--- config.mk ---
export PLATFORM = sky130hd
export DESIGN_NAME = req_encoder_16to4
export DESIGN_NICKNAME = d
export VERILOG_FILES = /design/src/rtl/req_enc_pkg.sv /design/src/rtl/lsb_index_16.sv /design/src/rtl/req_encoder_16to4.sv
export SDC_FILE = /design/constraint.sdc
export NUM_CORES = 1
export LEC_CHECK = 0
export ABC_AREA = 0
export BUFFER_PORTS_ARGS = -buffer_cell sky130_fd_sc_hd__buf_4
export CAP_MARGIN = 5
export CORE_MARGIN = 2
export CORE_UTILIZATION = 33
export CTS_CLUSTER_SIZE = 28
export DETAILED_ROUTE_END_ITERATION = 7
export GPL_ROUTABILITY_DRIVEN = 1
export SLEW_MARGIN = 20
export SYNTH_ARGS = -nofsm -noshare
export SYNTH_HDL_FRONTEND = slang
export SYNTH_SLANG_ARGS = --single-unit
--- constraint.sdc ---
create_clock -name clk -period 5.45 [get_ports clk]
set_input_delay 0.2725 -clock clk [delete_from_list [all_inputs] [get_ports clk]]
set_output_delay 0.2725 -clock clk [all_outputs]
set_load 0.02 [all_outputs]
--- src/rtl/req_enc_pkg.sv ---
`default_nettype none
// ============================================================================
// Module   : req_enc_pkg
// Purpose  : Shared constants, FSM state type and popcount helper for the
//            16-to-4 sequential request encoder.
// Revision : 1.0  initial release
// ============================================================================
package req_enc_pkg;

    localparam int WIDTH = 16;
    localparam int IDX_W = $clog2(WIDTH);
    localparam int CNT_W = $clog2(WIDTH) + 1;

    typedef enum logic [0:0] {
        IDLE = 1'b0,
        EMIT = 1'b1
    } state_t;

    // Number of set bits in a request vector (0..WIDTH).
    function automatic logic [CNT_W-1:0] popcount(input logic [WIDTH-1:0] vec);
        logic [CNT_W-1:0] cnt;
        cnt = '0;
        for (int i = 0; i < WIDTH; i++) begin
            cnt = cnt + {{(CNT_W-1){1'b0}}, vec[i]};
        end
        return cnt;
    endfunction

endpackage
`default_nettype wire

--- src/rtl/lsb_index_16.sv ---
`default_nettype none
// ============================================================================
// Module   : lsb_index_16
// Purpose  : Combinational lowest-set-bit finder. idx is 0 when vec is 0.
// Revision : 1.0  initial release
// ============================================================================
module lsb_index_16
    import req_enc_pkg::*;
(
    input  logic [WIDTH-1:0] vec,
    output logic [IDX_W-1:0] idx,
    output logic             found
);

    // Scan from the top down so the lowest set bit is the last one written.
    always_comb begin
        idx   = '0;
        found = 1'b0;
        for (int i = WIDTH - 1; i >= 0; i--) begin
            if (vec[i]) begin
                idx   = IDX_W'(i);
                found = 1'b1;
            end
        end
    end

endmodule
`default_nettype wire

--- src/rtl/req_encoder_16to4.sv ---
`default_nettype none
// ============================================================================
// Module   : req_encoder_16to4
// Purpose  : Accepts a 16-bit request vector over valid/ready and emits the
//            index of each set bit, lowest first, one per output handshake.
// Revision : 1.0  initial release
// ============================================================================
module req_encoder_16to4
    import req_enc_pkg::*;
(
    input  logic             clk,
    input  logic             rst_n,
    input  logic             enable,
    input  logic             in_valid,
    output logic             in_ready,
    input  logic [WIDTH-1:0] in_vec,
    output logic             out_valid,
    input  logic             out_ready,
    output logic [IDX_W-1:0] out_idx,
    output logic             out_last,
    output logic [CNT_W-1:0] pending_cnt,
    output logic             busy,
    output logic             empty
);

    localparam logic [WIDTH-1:0] c_ONE = {{(WIDTH-1){1'b0}}, 1'b1};

    state_t           r_state;
    state_t           w_state_nxt;
    logic [WIDTH-1:0] r_pending;
    logic [WIDTH-1:0] w_pending_nxt;
    logic             r_empty;
    logic             w_empty_nxt;

    logic [IDX_W-1:0] w_idx;
    logic             w_found;
    logic [CNT_W-1:0] w_cnt;
    logic             w_emit;
    logic             w_last;
    logic             w_accept;
    logic             w_vec_zero;

    lsb_index_16 u_lsb (
        .vec   (r_pending),
        .idx   (w_idx),
        .found (w_found)
    );

    assign w_cnt      = popcount(r_pending);
    assign w_emit     = (r_state == EMIT);
    assign w_last     = w_emit && w_found && (w_cnt == CNT_W'(1));
    assign w_vec_zero = (in_vec == '0);

    // A new vector may enter in IDLE, or in the same cycle the final index leaves.
    assign in_ready = enable && (!w_emit || (w_last && out_ready));
    assign w_accept = in_valid && in_ready;

    assign out_valid   = w_emit;
    assign out_idx     = w_emit ? w_idx : '0;
    assign out_last    = w_last;
    assign pending_cnt = w_cnt;
    assign busy        = w_emit;
    assign empty       = r_empty;

    // State, pending vector and empty pulse registers.
    always_ff @(posedge clk or negedge rst_n) begin
        if (!rst_n) begin
            r_state   <= IDLE;
            r_pending <= '0;
            r_empty   <= 1'b0;
        end else begin
            r_state   <= w_state_nxt;
            r_pending <= w_pending_nxt;
            r_empty   <= w_empty_nxt;
        end
    end

    // Next-state: retire the emitted bit, then load a newly accepted vector.
    always_comb begin
        w_state_nxt   = r_state;
        w_pending_nxt = r_pending;
        w_empty_nxt   = 1'b0;
        case (r_state)
            IDLE: begin
                if (w_accept) begin
                    if (w_vec_zero) begin
                        w_empty_nxt = 1'b1;
                    end else begin
                        w_pending_nxt = in_vec;
                        w_state_nxt   = EMIT;
                    end
                end
            end
            EMIT: begin
                if (out_ready) begin
                    w_pending_nxt = r_pending & ~(c_ONE << w_idx);
                    if (w_last) begin
                        w_state_nxt = IDLE;
                        if (w_accept) begin
                            if (w_vec_zero) begin
                                w_empty_nxt = 1'b1;
                            end else begin
                                w_pending_nxt = in_vec;
                                w_state_nxt   = EMIT;
                            end
                        end
                    end
                end
            end
            default: begin
                w_state_nxt   = IDLE;
                w_pending_nxt = '0;
            end
        endcase
    end

endmodule
`default_nettype wire

* Word level (Yosys, flattened, before mapping) *
Index checks and enable logic that the tools add are counted.

word-level totals
  memories kept = 0
  flip-flop bits (word level) = 18
  input bits = 21
  bits in writable memories = 0
  bits in latches = 0
  logic and storage cells = 85
  memory bits (read-only) = 0
  output and inout bits = 14

cells by class
  add/subtract/negate cells = 15
  mux-type cells = 50
  bitwise operators = 3
  magnitude comparators = 0
  reduce and logical (&&, ||, !) cells = 9
  divide/modulo/power cells = 0
  equality and inequality tests = 4
  $mul = 0
  shifts and indexed selects = 1

operator list
  cell                    count
  $mux W16                6
  $mux W4                 17
  $add A5 B1 Y5           11
  $pmux W16 S2            1
  $mux W1                 24
  $and A16 B16 Y16        1
  $logic_not A16 Y1       1
  $not A16 Y16            1
  $shl A1 B4 Y16 const A  1
  $ne A2 B2 Y1 const B    3
  $add A4 B1 Y5           1
  $eq A5 B1 Y1 const B    1
  $logic_and A1 B1 Y1     5
  $add A3 B1 Y4           1
  $pmux W1 S2             2
  $add A2 B1 Y3           1
  $reduce_and A3 Y1       1
  $add A1 B1 Y2           1
  $logic_not A1 Y1        1
  $logic_or A1 B1 Y1      1
  $not A1 Y1              1

* Depth between registers and ports, before layout *
Gate-level depths: netlist of the first run.

  depth in word-level cells = 26
  gate-level depth with buffers = 16
  gate-level depth less buffers = 15

* Hierarchy *
A second synthesis of the first run with hierarchy kept.

unflattened totals
  cells, all modules = 197
  area total of the unflattened synthesis = 1627.8 µm²

modules (own cells, without submodules)
  module             area an instance (µm²)  times used  seq. area each (µm²)  cells an instance
  req_encoder_16to4  1448.9                  1           450.4                 164
  lsb_index_16       178.9                   1           0.0                   33

* Worst setup path before layout of the first run *
No wires, ideal clock.

  path kind = flip-flop to output port
  from = reg r_pending[0]
  to = out in_ready
  stages on the path, launching flop included = 15
  arrival = 4628 ps
  data required time = 5178 ps
  path slack = 550 ps
  buffers on the path = 1
  cell sequence = dfrtp_1 inv_1 fa_1 fa_1 fa_1 fa_1 inv_1 ha_1 inv_1 fa_1 xnor2_1 or4_4 o31ai_4 buf_2 and2_1

on the way
  cells in the longest elaborated chain, start to end = 20
  elaborated cells between the ends (all ways) = 22
  classes of those cells = add/sub (15); eq/ne (1); mux (1); reduce/logical (5)

RTL lines
  what                         RTL line                 text
  start, declared              req_encoder_16to4.sv:30  logic [WIDTH-1:0] r_pending;
  start signal, assigned       req_encoder_16to4.sv:73  r_pending <= w_pending_nxt;
  $add A1 B1 Y2                req_enc_pkg.sv:24        cnt = cnt + {{(CNT_W-1){1'b0}}, vec[i]};
  $add A2 B1 Y3                req_enc_pkg.sv:24
  $add A3 B1 Y4                req_enc_pkg.sv:24
  $add A4 B1 Y5                req_enc_pkg.sv:24
  $add A5 B1 Y5 (11 in a row)  req_enc_pkg.sv:24
  via pending_cnt[2]           req_encoder_16to4.sv:21  output logic [CNT_W-1:0] pending_cnt,
  $eq A5 B1 Y1                 req_encoder_16to4.sv:51  assign w_last = w_emit && w_found && (w_cnt == CNT_W'(1));
  $logic_and A1 B1 Y1          req_encoder_16to4.sv:51
  $logic_and A1 B1 Y1          req_encoder_16to4.sv:55  assign in_ready = enable && (!w_emit || (w_last && out_ready));
  $logic_or A1 B1 Y1           req_encoder_16to4.sv:55
  $logic_and A1 B1 Y1          req_encoder_16to4.sv:55
  end, declared                req_encoder_16to4.sv:15  output logic in_ready,

The timed path passes the listed nets, and every way through them passes these cells.

* Final worst setup path of the first run *
  from = reg r_pending[0]
  to = out in_ready

on the way
  cells in the longest elaborated chain, start to end = 20
  elaborated cells between the ends (all ways) = 22
  classes of those cells = add/sub (15); eq/ne (1); mux (1); reduce/logical (5)

RTL lines
  what                         RTL line
  $add A1 B1 Y2                req_enc_pkg.sv:24
  $add A2 B1 Y3                req_enc_pkg.sv:24
  $add A3 B1 Y4                req_enc_pkg.sv:24
  $add A4 B1 Y5                req_enc_pkg.sv:24
  $add A5 B1 Y5 (11 in a row)  req_enc_pkg.sv:24
  $eq A5 B1 Y1                 req_encoder_16to4.sv:51
  $logic_and A1 B1 Y1 (*)      req_encoder_16to4.sv:51
  $logic_and A1 B1 Y1 (*)      req_encoder_16to4.sv:55
  $logic_or A1 B1 Y1 (*)       req_encoder_16to4.sv:55
  $logic_and A1 B1 Y1 (*)      req_encoder_16to4.sv:55

Every way passes the cells marked *; elsewhere a longest branch is shown, timed or not.

==> impl_metrics.prom, run 1 <==
# TYPE chip_impl_metric gauge
chip_impl_info{name="outcome",value="finished, final reports clean"} 1
chip_impl_info{name="final_cell_mix",value="sky130_fd_sc_hd__buf_4, sky130_fd_sc_hd__inv_1, sky130_fd_sc_hd__o21ai_0, sky130_fd_sc_hd__dfrtp_1, sky130_fd_sc_hd__nand3_1"} 1
chip_impl_info{name="setup.worst_path.start_class",value="flop"} 1
chip_impl_info{name="final_common_cell",value="sky130_fd_sc_hd__buf_4"} 1
chip_impl_info{name="clk_root_buffer_cell",value="sky130_fd_sc_hd__clkbuf_8"} 1
chip_impl_info{name="min-delay-path-class",value="in -> reg"} 1
chip_impl_metric{name="grt.total_usage",unit=""} 0.172
chip_impl_info{name="synth_top_flop_cell",value="sky130_fd_sc_hd__dfrtp_1"} 1
chip_impl_metric{name="netlist_area",unit="um2"} 1620
chip_impl_metric{name="floorplan.die.height",unit="um"} 74.1
chip_impl_metric{name="insertedDiodeCount",unit=""} 0
chip_impl_metric{name="initial_utilization",unit=""} 0.344
chip_impl_metric{name="timing.slew.headroom",unit=""} 0.571
chip_impl_metric{name="postSynthRegisterBits",unit=""} 18
chip_impl_metric{name="detailedRoute.firstPassIterationCount",unit=""} 4
chip_impl_metric{name="fillers",unit=""} 493
chip_impl_metric{name="finalHoldViolCount",unit=""} 0
chip_impl_metric{name="required",unit="ps"} 5180
chip_impl_info{name="rsz_0062_raised_after_global_routing",value="false"} 1
chip_impl_metric{name="synth_cell_types",unit=""} 48
chip_impl_metric{name="mappedNetlistNets",unit=""} 221
chip_impl_metric{name="clkSinkCount",unit=""} 18
chip_impl_metric{name="num_io_pins",unit=""} 35
chip_impl_metric{name="cts-htree-levels",unit=""} 1
chip_impl_metric{name="dpl.hpwl",unit="um"} 3570
chip_impl_metric{name="crit_arrival",unit="ps"} 4930
chip_impl_metric{name="synth.yosys.seq_area_share",unit=""} 0.278
chip_impl_info{name="clock_tree_from_tritoncts",value="done"} 1
chip_impl_metric{name="routedWlPerCell",unit="um"} 15.0
chip_impl_metric{name="timing_max_transition_violations_final",unit=""} 0
chip_impl_metric{name="synth_compound_area_frac",unit=""} 0.204
chip_impl_metric{name="place.gp.congestion",unit=""} 0.835
chip_impl_metric{name="postSynth.asyncResetShare",unit=""} 1.00
chip_impl_metric{name="crit_fanout",unit=""} 10
chip_impl_metric{name="routed_via_density",unit=""} 5.24
chip_impl_metric{name="synthesis.instances",unit=""} 185
chip_impl_metric{name="worst_pin_slew",unit="ps"} 638
chip_impl_metric{name="numCtsBuffers",unit=""} 3
chip_impl_metric{name="muxShareOfSynthArea",unit=""} 0.0270
chip_impl_metric{name="synthDominantCellAreaShare",unit=""} 0.278
chip_impl_info{name="path_class",value="reg -> out"} 1
chip_impl_metric{name="placement_row_count",unit=""} 25
chip_impl_info{name="yosys-top-cells-area",value="sky130_fd_sc_hd__dfrtp_1, sky130_fd_sc_hd__fa_1, sky130_fd_sc_hd__inv_1"} 1
chip_impl_metric{name="die_width",unit="um"} 74.1
chip_impl_metric{name="first_global_vias",unit=""} 1433
chip_impl_info{name="synth_largest_area_cell",value="sky130_fd_sc_hd__dfrtp_1"} 1
chip_impl_metric{name="port-buffer-count",unit=""} 34
chip_impl_metric{name="period_needed",unit="ps"} 5200
chip_impl_metric{name="area_of_the_core",unit="um2"} 4720
chip_impl_metric{name="final_antenna_violating_net_count",unit=""} 0
chip_impl_metric{name="synth.avg_cell_area",unit="um2"} 8.77
chip_impl_metric{name="postCtsResizedCells",unit=""} 0
chip_impl_metric{name="grt_start_max_net_pins",unit=""} 19
chip_impl_metric{name="final.setup_skew",unit="ps"} 5.77
chip_impl_metric{name="first_pass_grt_wire_length",unit="um"} 7090
chip_impl_info{name="worst_setup_path_end_kind",value="primary output"} 1
chip_impl_metric{name="final.period_utilization",unit=""} 0.955
chip_impl_metric{name="finalCoreUtilization",unit=""} 0.424
chip_impl_metric{name="setup_total_negative_slack",unit="ps"} 0
chip_impl_metric{name="drv.max_cap_violation_count",unit=""} 0
chip_impl_metric{name="synth_simple_gate_area_share",unit=""} 0.234
chip_impl_metric{name="postRouteWirelength",unit="um"} 4330
chip_impl_metric{name="layout.nets",unit=""} 259
chip_impl_metric{name="maxClockFrequency",unit="MHz"} 192
chip_impl_metric{name="globalRouteOverflowTotal",unit=""} 0
chip_impl_metric{name="clk_latency",unit="ps"} 250
chip_impl_metric{name="remaining_drc_errors",unit=""} 0
chip_impl_metric{name="number_of_flops_mapped_to_enable_cells_by_yosys",unit=""} 0
chip_impl_metric{name="synthAdderAreaFrac",unit=""} 0.162
chip_impl_metric{name="timing.final.setup_violations",unit=""} 0
chip_impl_metric{name="drive_above_1_share",unit=""} 0.222
chip_impl_metric{name="syn_to_final_growth",unit="%"} 23.5
chip_impl_info{name="dominant_combinational_cell_family_by_area_after_synthesis",value="simple AND/OR/NAND/NOR gates"} 1
chip_impl_metric{name="antenna_found_initial",unit=""} 0
chip_impl_metric{name="design.die.area",unit="um2"} 5490
chip_impl_metric{name="whs",unit="ps"} 258
chip_impl_metric{name="dr_total_vias",unit=""} 1510
chip_impl_metric{name="setup.reg_to_reg.worst_slack",unit="ps"} 430
chip_impl_metric{name="yosys.area_share.xor_xnor",unit=""} 0.0108
chip_impl_metric{name="synthesis.yosys.warnings",unit=""} 0
chip_impl_metric{name="drtIter0Drc",unit=""} 84
chip_impl_metric{name="clkTransAtPathRegs",unit="ps"} 70
chip_impl_metric{name="max-clock-path-buffers",unit=""} 2
==> worst max-delay path, cell delays in order (launching register included) <==
cell and delay [ps]:
sky130_fd_sc_hd__dfrtp_1 440, sky130_fd_sc_hd__inv_1 120, sky130_fd_sc_hd__fa_1 580, sky130_fd_sc_hd__fa_1 440, sky130_fd_sc_hd__fa_1 530, sky130_fd_sc_hd__fa_1 400
sky130_fd_sc_hd__inv_1 70, sky130_fd_sc_hd__ha_1 160, sky130_fd_sc_hd__inv_1 50, sky130_fd_sc_hd__fa_1 390, sky130_fd_sc_hd__xnor2_1 170, sky130_fd_sc_hd__or4_4 590
sky130_fd_sc_hd__o31ai_4 410, sky130_fd_sc_hd__and2_1 190, sky130_fd_sc_hd__buf_4 130
==> what timing repair did <==
action,in CTS,in global routing
endpoints found under the hold margin,18,0
buffers inserted,0,0
hold buffers,1,0
==> cell families after synthesis <==
family / after synthesis
XOR/XNOR: 2
adder cells (fa/ha/maj): 15
AO/OA/AOI/OAI: 47
flip-flops: 18
AND/OR/NAND/NOR: 66
buffers and inverters: 33
multiplexers: 4
==> per-stage QoR <==
| stage | worst slack [ps] | instances | instance area (um2) |
|---|---|---|---|
| 5_1_grt | 3.14 | 288 | 2000 |
| 4_1_cts | 243 | 288 | 2000 |
| 6_report | 248 | 288 | 2000 |
| 2_1_floorplan | 550 | 185 | 1620 |
| 3_3_place_gp | 557 | 284 | 1950 |
| 3_5_place_dp | 431 | 284 | 1950 |
==> synth_stat cells, types with 2 or more instances <==
library cell / instances
sky130_fd_sc_hd__a211o_1: 2
sky130_fd_sc_hd__a21o_1: 2
sky130_fd_sc_hd__a21oi_1: 4
sky130_fd_sc_hd__a32oi_1: 2
sky130_fd_sc_hd__and2_1: 3
sky130_fd_sc_hd__buf_4: 3
sky130_fd_sc_hd__dfrtp_1: 18
sky130_fd_sc_hd__fa_1: 10
sky130_fd_sc_hd__ha_1: 5
sky130_fd_sc_hd__inv_1: 27
sky130_fd_sc_hd__mux2_2: 3
sky130_fd_sc_hd__nand2_1: 7
sky130_fd_sc_hd__nand2b_1: 4
sky130_fd_sc_hd__nand3_1: 15
sky130_fd_sc_hd__nand4_1: 3
sky130_fd_sc_hd__nor2_1: 10
sky130_fd_sc_hd__nor2b_1: 3
sky130_fd_sc_hd__nor3_1: 2
sky130_fd_sc_hd__nor4_1: 10
sky130_fd_sc_hd__o211ai_1: 2
sky130_fd_sc_hd__o21ai_0: 18
sky130_fd_sc_hd__o31a_1: 2
sky130_fd_sc_hd__o31ai_1: 3
sky130_fd_sc_hd__or3_1: 2
sky130_fd_sc_hd__xnor2_1: 2
==> worst paths after layout <==
path	from	to	cells past startpoint
setup / recovery	r_pending[0]	in_ready	14
hold / removal	in_vec[8]	r_pending[8]	3
setup reg to reg	r_pending[0]	r_pending[6]	14
hold reg to reg	r_pending[13]	r_pending[13]	2
max in group asynchronous	rst_n	r_pending[6]	2
min in group asynchronous	rst_n	r_pending[15]	2
==> routing by layer <==
layer,track usage,part of all wire,vias to the layer above
met5,0,0,-
met1,0.246,0.47,733
met2,0.276,0.49,32
met3,0.0163,0.028,6
li1,-,-,739
met4,0.0525,0.012,0
==> registers in the layout, indices dropped and copies added (netlist names) <==
signal	flops
r_pending	16
empty	1
busy	1
==> cell type report <==
| cell class | count | area (um2) | share of cell area |
|---|---|---|---|
| Multi-Input combinational cell | 134 | 1040 | 0.517 |
| Sequential cell | 18 | 450 | 0.225 |
| Timing Repair Buffer | 38 | 288 | 0.144 |
| Inverter | 28 | 105 | 0.0524 |
| Tap cell | 67 | 83.8 | 0.0418 |
| Clock buffer | 3 | 41.3 | 0.0206 |
Power of run 1 is left out: the tool's default activity adds up to more than one toggle a clock period on the data nets, which glitch-free logic cannot reach.
==> run 2: changes to the inputs <==
- CELL_PAD_IN_SITES_DETAIL_PLACEMENT: default -> 1
- CELL_PAD_IN_SITES_GLOBAL_PLACEMENT: default -> 1
- PLACE_DENSITY_LB_ADDON: default -> 0.1
==> run 2 against run 1 <==
- count of clock-buffer cells in the layout unchanged
- setup slack worse by 16 ps
- register-to-register slack worse by 140 ps
- via count up 4.6%
- wire length up 22%
- cell count grew 1.7%
- sequential share of layout area down 0.41 points
- sequential cell count unchanged
- utilization increased by 0.79 points
- critical path type unchanged
- non-clock buffer count up 5
==> impl_metrics.prom, run 2 (synthesis gave the netlist of run 1 again) <==
# TYPE chip_impl_metric gauge
chip_impl_info{name="outcome",value="finished, final reports clean"} 1
chip_impl_metric{name="design.die.area",unit="um2"} 5490
chip_impl_metric{name="clk_latency",unit="ps"} 260
chip_impl_info{name="clk_root_buffer_cell",value="sky130_fd_sc_hd__clkbuf_8"} 1
chip_impl_info{name="worst_setup_path_end_kind",value="primary output"} 1
chip_impl_metric{name="whs",unit="ps"} 256
chip_impl_metric{name="final.period_utilization",unit=""} 0.958
chip_impl_metric{name="crit_fanout",unit=""} 7
chip_impl_metric{name="insertedDiodeCount",unit=""} 0
chip_impl_metric{name="antenna_found_initial",unit=""} 0
chip_impl_metric{name="globalRouteOverflowTotal",unit=""} 0
chip_impl_metric{name="timing.final.setup_violations",unit=""} 0
chip_impl_metric{name="port-buffer-count",unit=""} 34
chip_impl_metric{name="period_needed",unit="ps"} 5220
chip_impl_metric{name="placement_row_count",unit=""} 25
chip_impl_metric{name="stdcell_area",unit="um2"} 2040
chip_impl_metric{name="cts-htree-levels",unit=""} 1
chip_impl_metric{name="finalHoldViolCount",unit=""} 0
chip_impl_metric{name="drtIter0Drc",unit=""} 68
chip_impl_info{name="final_cell_mix",value="sky130_fd_sc_hd__buf_4, sky130_fd_sc_hd__inv_1, sky130_fd_sc_hd__o21ai_0, sky130_fd_sc_hd__dfrtp_1, sky130_fd_sc_hd__nand3_1"} 1
chip_impl_metric{name="detailedRoute.firstPassIterationCount",unit=""} 4
chip_impl_metric{name="timing.slew.headroom",unit=""} 0.575
chip_impl_metric{name="clkSinkCount",unit=""} 18
chip_impl_metric{name="grt.total_usage",unit=""} 0.210
chip_impl_info{name="clock_tree_from_tritoncts",value="done"} 1
chip_impl_info{name="final_common_cell",value="sky130_fd_sc_hd__buf_4"} 1
chip_impl_metric{name="worst_pin_slew",unit="ps"} 633
chip_impl_metric{name="numCtsBuffers",unit=""} 3
chip_impl_info{name="setup.worst_path.start_class",value="flop"} 1
chip_impl_info{name="rsz_0062_raised_after_global_routing",value="false"} 1
chip_impl_metric{name="dr_total_vias",unit=""} 1580
chip_impl_metric{name="drive_above_1_share",unit=""} 0.239
chip_impl_metric{name="syn_to_final_growth",unit="%"} 25.8
chip_impl_metric{name="required",unit="ps"} 5180
chip_impl_metric{name="max-clock-path-buffers",unit=""} 2
chip_impl_info{name="largest_register",value="r_pending"} 1
chip_impl_metric{name="grt_start_max_net_pins",unit=""} 19
chip_impl_info{name="min-delay-path-class",value="in -> reg"} 1
chip_impl_metric{name="clkTransAtPathRegs",unit="ps"} 70
chip_impl_metric{name="die_width",unit="um"} 74.1
chip_impl_metric{name="area_of_the_core",unit="um2"} 4720
chip_impl_metric{name="first_global_vias",unit=""} 1673
chip_impl_metric{name="final.setup_skew",unit="ps"} 1.19
chip_impl_metric{name="setup_ws",unit="ps"} 232
chip_impl_metric{name="place_area",unit="um2"} 1960
chip_impl_metric{name="postRouteWirelength",unit="um"} 5280
chip_impl_metric{name="drv.max_cap_violation_count",unit=""} 0
chip_impl_metric{name="floorplan.die.height",unit="um"} 74.1
chip_impl_info{name="path_class",value="reg -> out"} 1
chip_impl_metric{name="final_antenna_violating_net_count",unit=""} 0
chip_impl_metric{name="postCtsResizedCells",unit=""} 0
chip_impl_metric{name="first_pass_grt_wire_length",unit="um"} 8530
chip_impl_metric{name="remaining_drc_errors",unit=""} 0
chip_impl_metric{name="crit_arrival",unit="ps"} 4950
chip_impl_metric{name="place_ws",unit="ps"} 275
chip_impl_metric{name="flip_flop_count_of_the_largest_register_all_copies_and_words_added",unit=""} 16
chip_impl_metric{name="routed_via_density",unit=""} 5.39
chip_impl_metric{name="maxClockFrequency",unit="MHz"} 192
chip_impl_metric{name="initial_utilization",unit=""} 0.344
chip_impl_metric{name="routedWlPerCell",unit="um"} 18.0
chip_impl_metric{name="place.gp.congestion",unit=""} 0.870
chip_impl_metric{name="layout.nets",unit=""} 264
chip_impl_metric{name="num_io_pins",unit=""} 35
chip_impl_metric{name="timing_max_transition_violations_final",unit=""} 0
chip_impl_metric{name="setup_total_negative_slack",unit="ps"} 0
chip_impl_metric{name="setup.reg_to_reg.worst_slack",unit="ps"} 290
chip_impl_metric{name="dpl.hpwl",unit="um"} 4330
==> run 2: cell count changes in the layout (fill, tap and decap cells not counted), sizes merged <==
| cell | change |
|---|---|
| buf | +5 |
==> run 2: per-layer routing <==
metal  wire length (um)  vias up  share of wire  track usage
met2               2750       27           0.52        0.379
met3                121        5          0.023       0.0136
met1               2340      795           0.44        0.270
met4                 59        0          0.011       0.0606
met5                  0        -              0            0
li1                   -      753              -            -
==> run 2: stage by stage <==
| stage | utilization | std cells |
|---|---|---|
| 4_1_cts | 0.426 | 289 |
| 6_report | 0.432 | 293 |
| 5_1_grt | 0.432 | 293 |
| 3_3_place_gp | 0.415 | 285 |
| 3_5_place_dp | 0.415 | 285 |
| 2_1_floorplan | - | 185 |
==> run 2: path summary, 6_finish.rpt <==
path                                from       endpoint  cells past startpoint
min                            in_vec[9]   r_pending[9]                      2
max in group asynchronous          rst_n   r_pending[1]                      2
max                         r_pending[0]       in_ready                     14
min reg2reg                r_pending[13]  r_pending[13]                      2
min in group asynchronous          rst_n  r_pending[15]                      2
max reg2reg                 r_pending[0]   r_pending[5]                     15
==> run 2: layout make-up <==
class	instances	area, um2
Clock buffer	3	41.3
Fill cell	562	2680
Inverter	28	105
Multi-Input combinational cell	134	1040
Sequential cell	18	450
Tap cell	67	83.8
Timing Repair Buffer	43	325
==> run 2: timing repair <==
| item | 4_1_cts | 5_1_grt |
|---|---|---|
| endpoints found under the setup margin | 0 | 1 |
| endpoints found under the hold margin | 18 | 0 |
| hold buffers | 1 | 0 |
| buffers inserted | 0 | 4 |
==> run 2: worst max-delay path, cell delays in order, from the launching register on <==
cell and delay, ps:
sky130_fd_sc_hd__dfrtp_1 450, sky130_fd_sc_hd__inv_1 130, sky130_fd_sc_hd__fa_1 580, sky130_fd_sc_hd__fa_1 450
sky130_fd_sc_hd__fa_1 540, sky130_fd_sc_hd__fa_1 410, sky130_fd_sc_hd__inv_1 60, sky130_fd_sc_hd__ha_1 160
sky130_fd_sc_hd__inv_1 60, sky130_fd_sc_hd__fa_1 420, sky130_fd_sc_hd__xnor2_1 170, sky130_fd_sc_hd__or4_4 590
sky130_fd_sc_hd__o31ai_4 370, sky130_fd_sc_hd__and2_1 180, sky130_fd_sc_hd__buf_4 140
Power of run 2 is left out for the same reason.
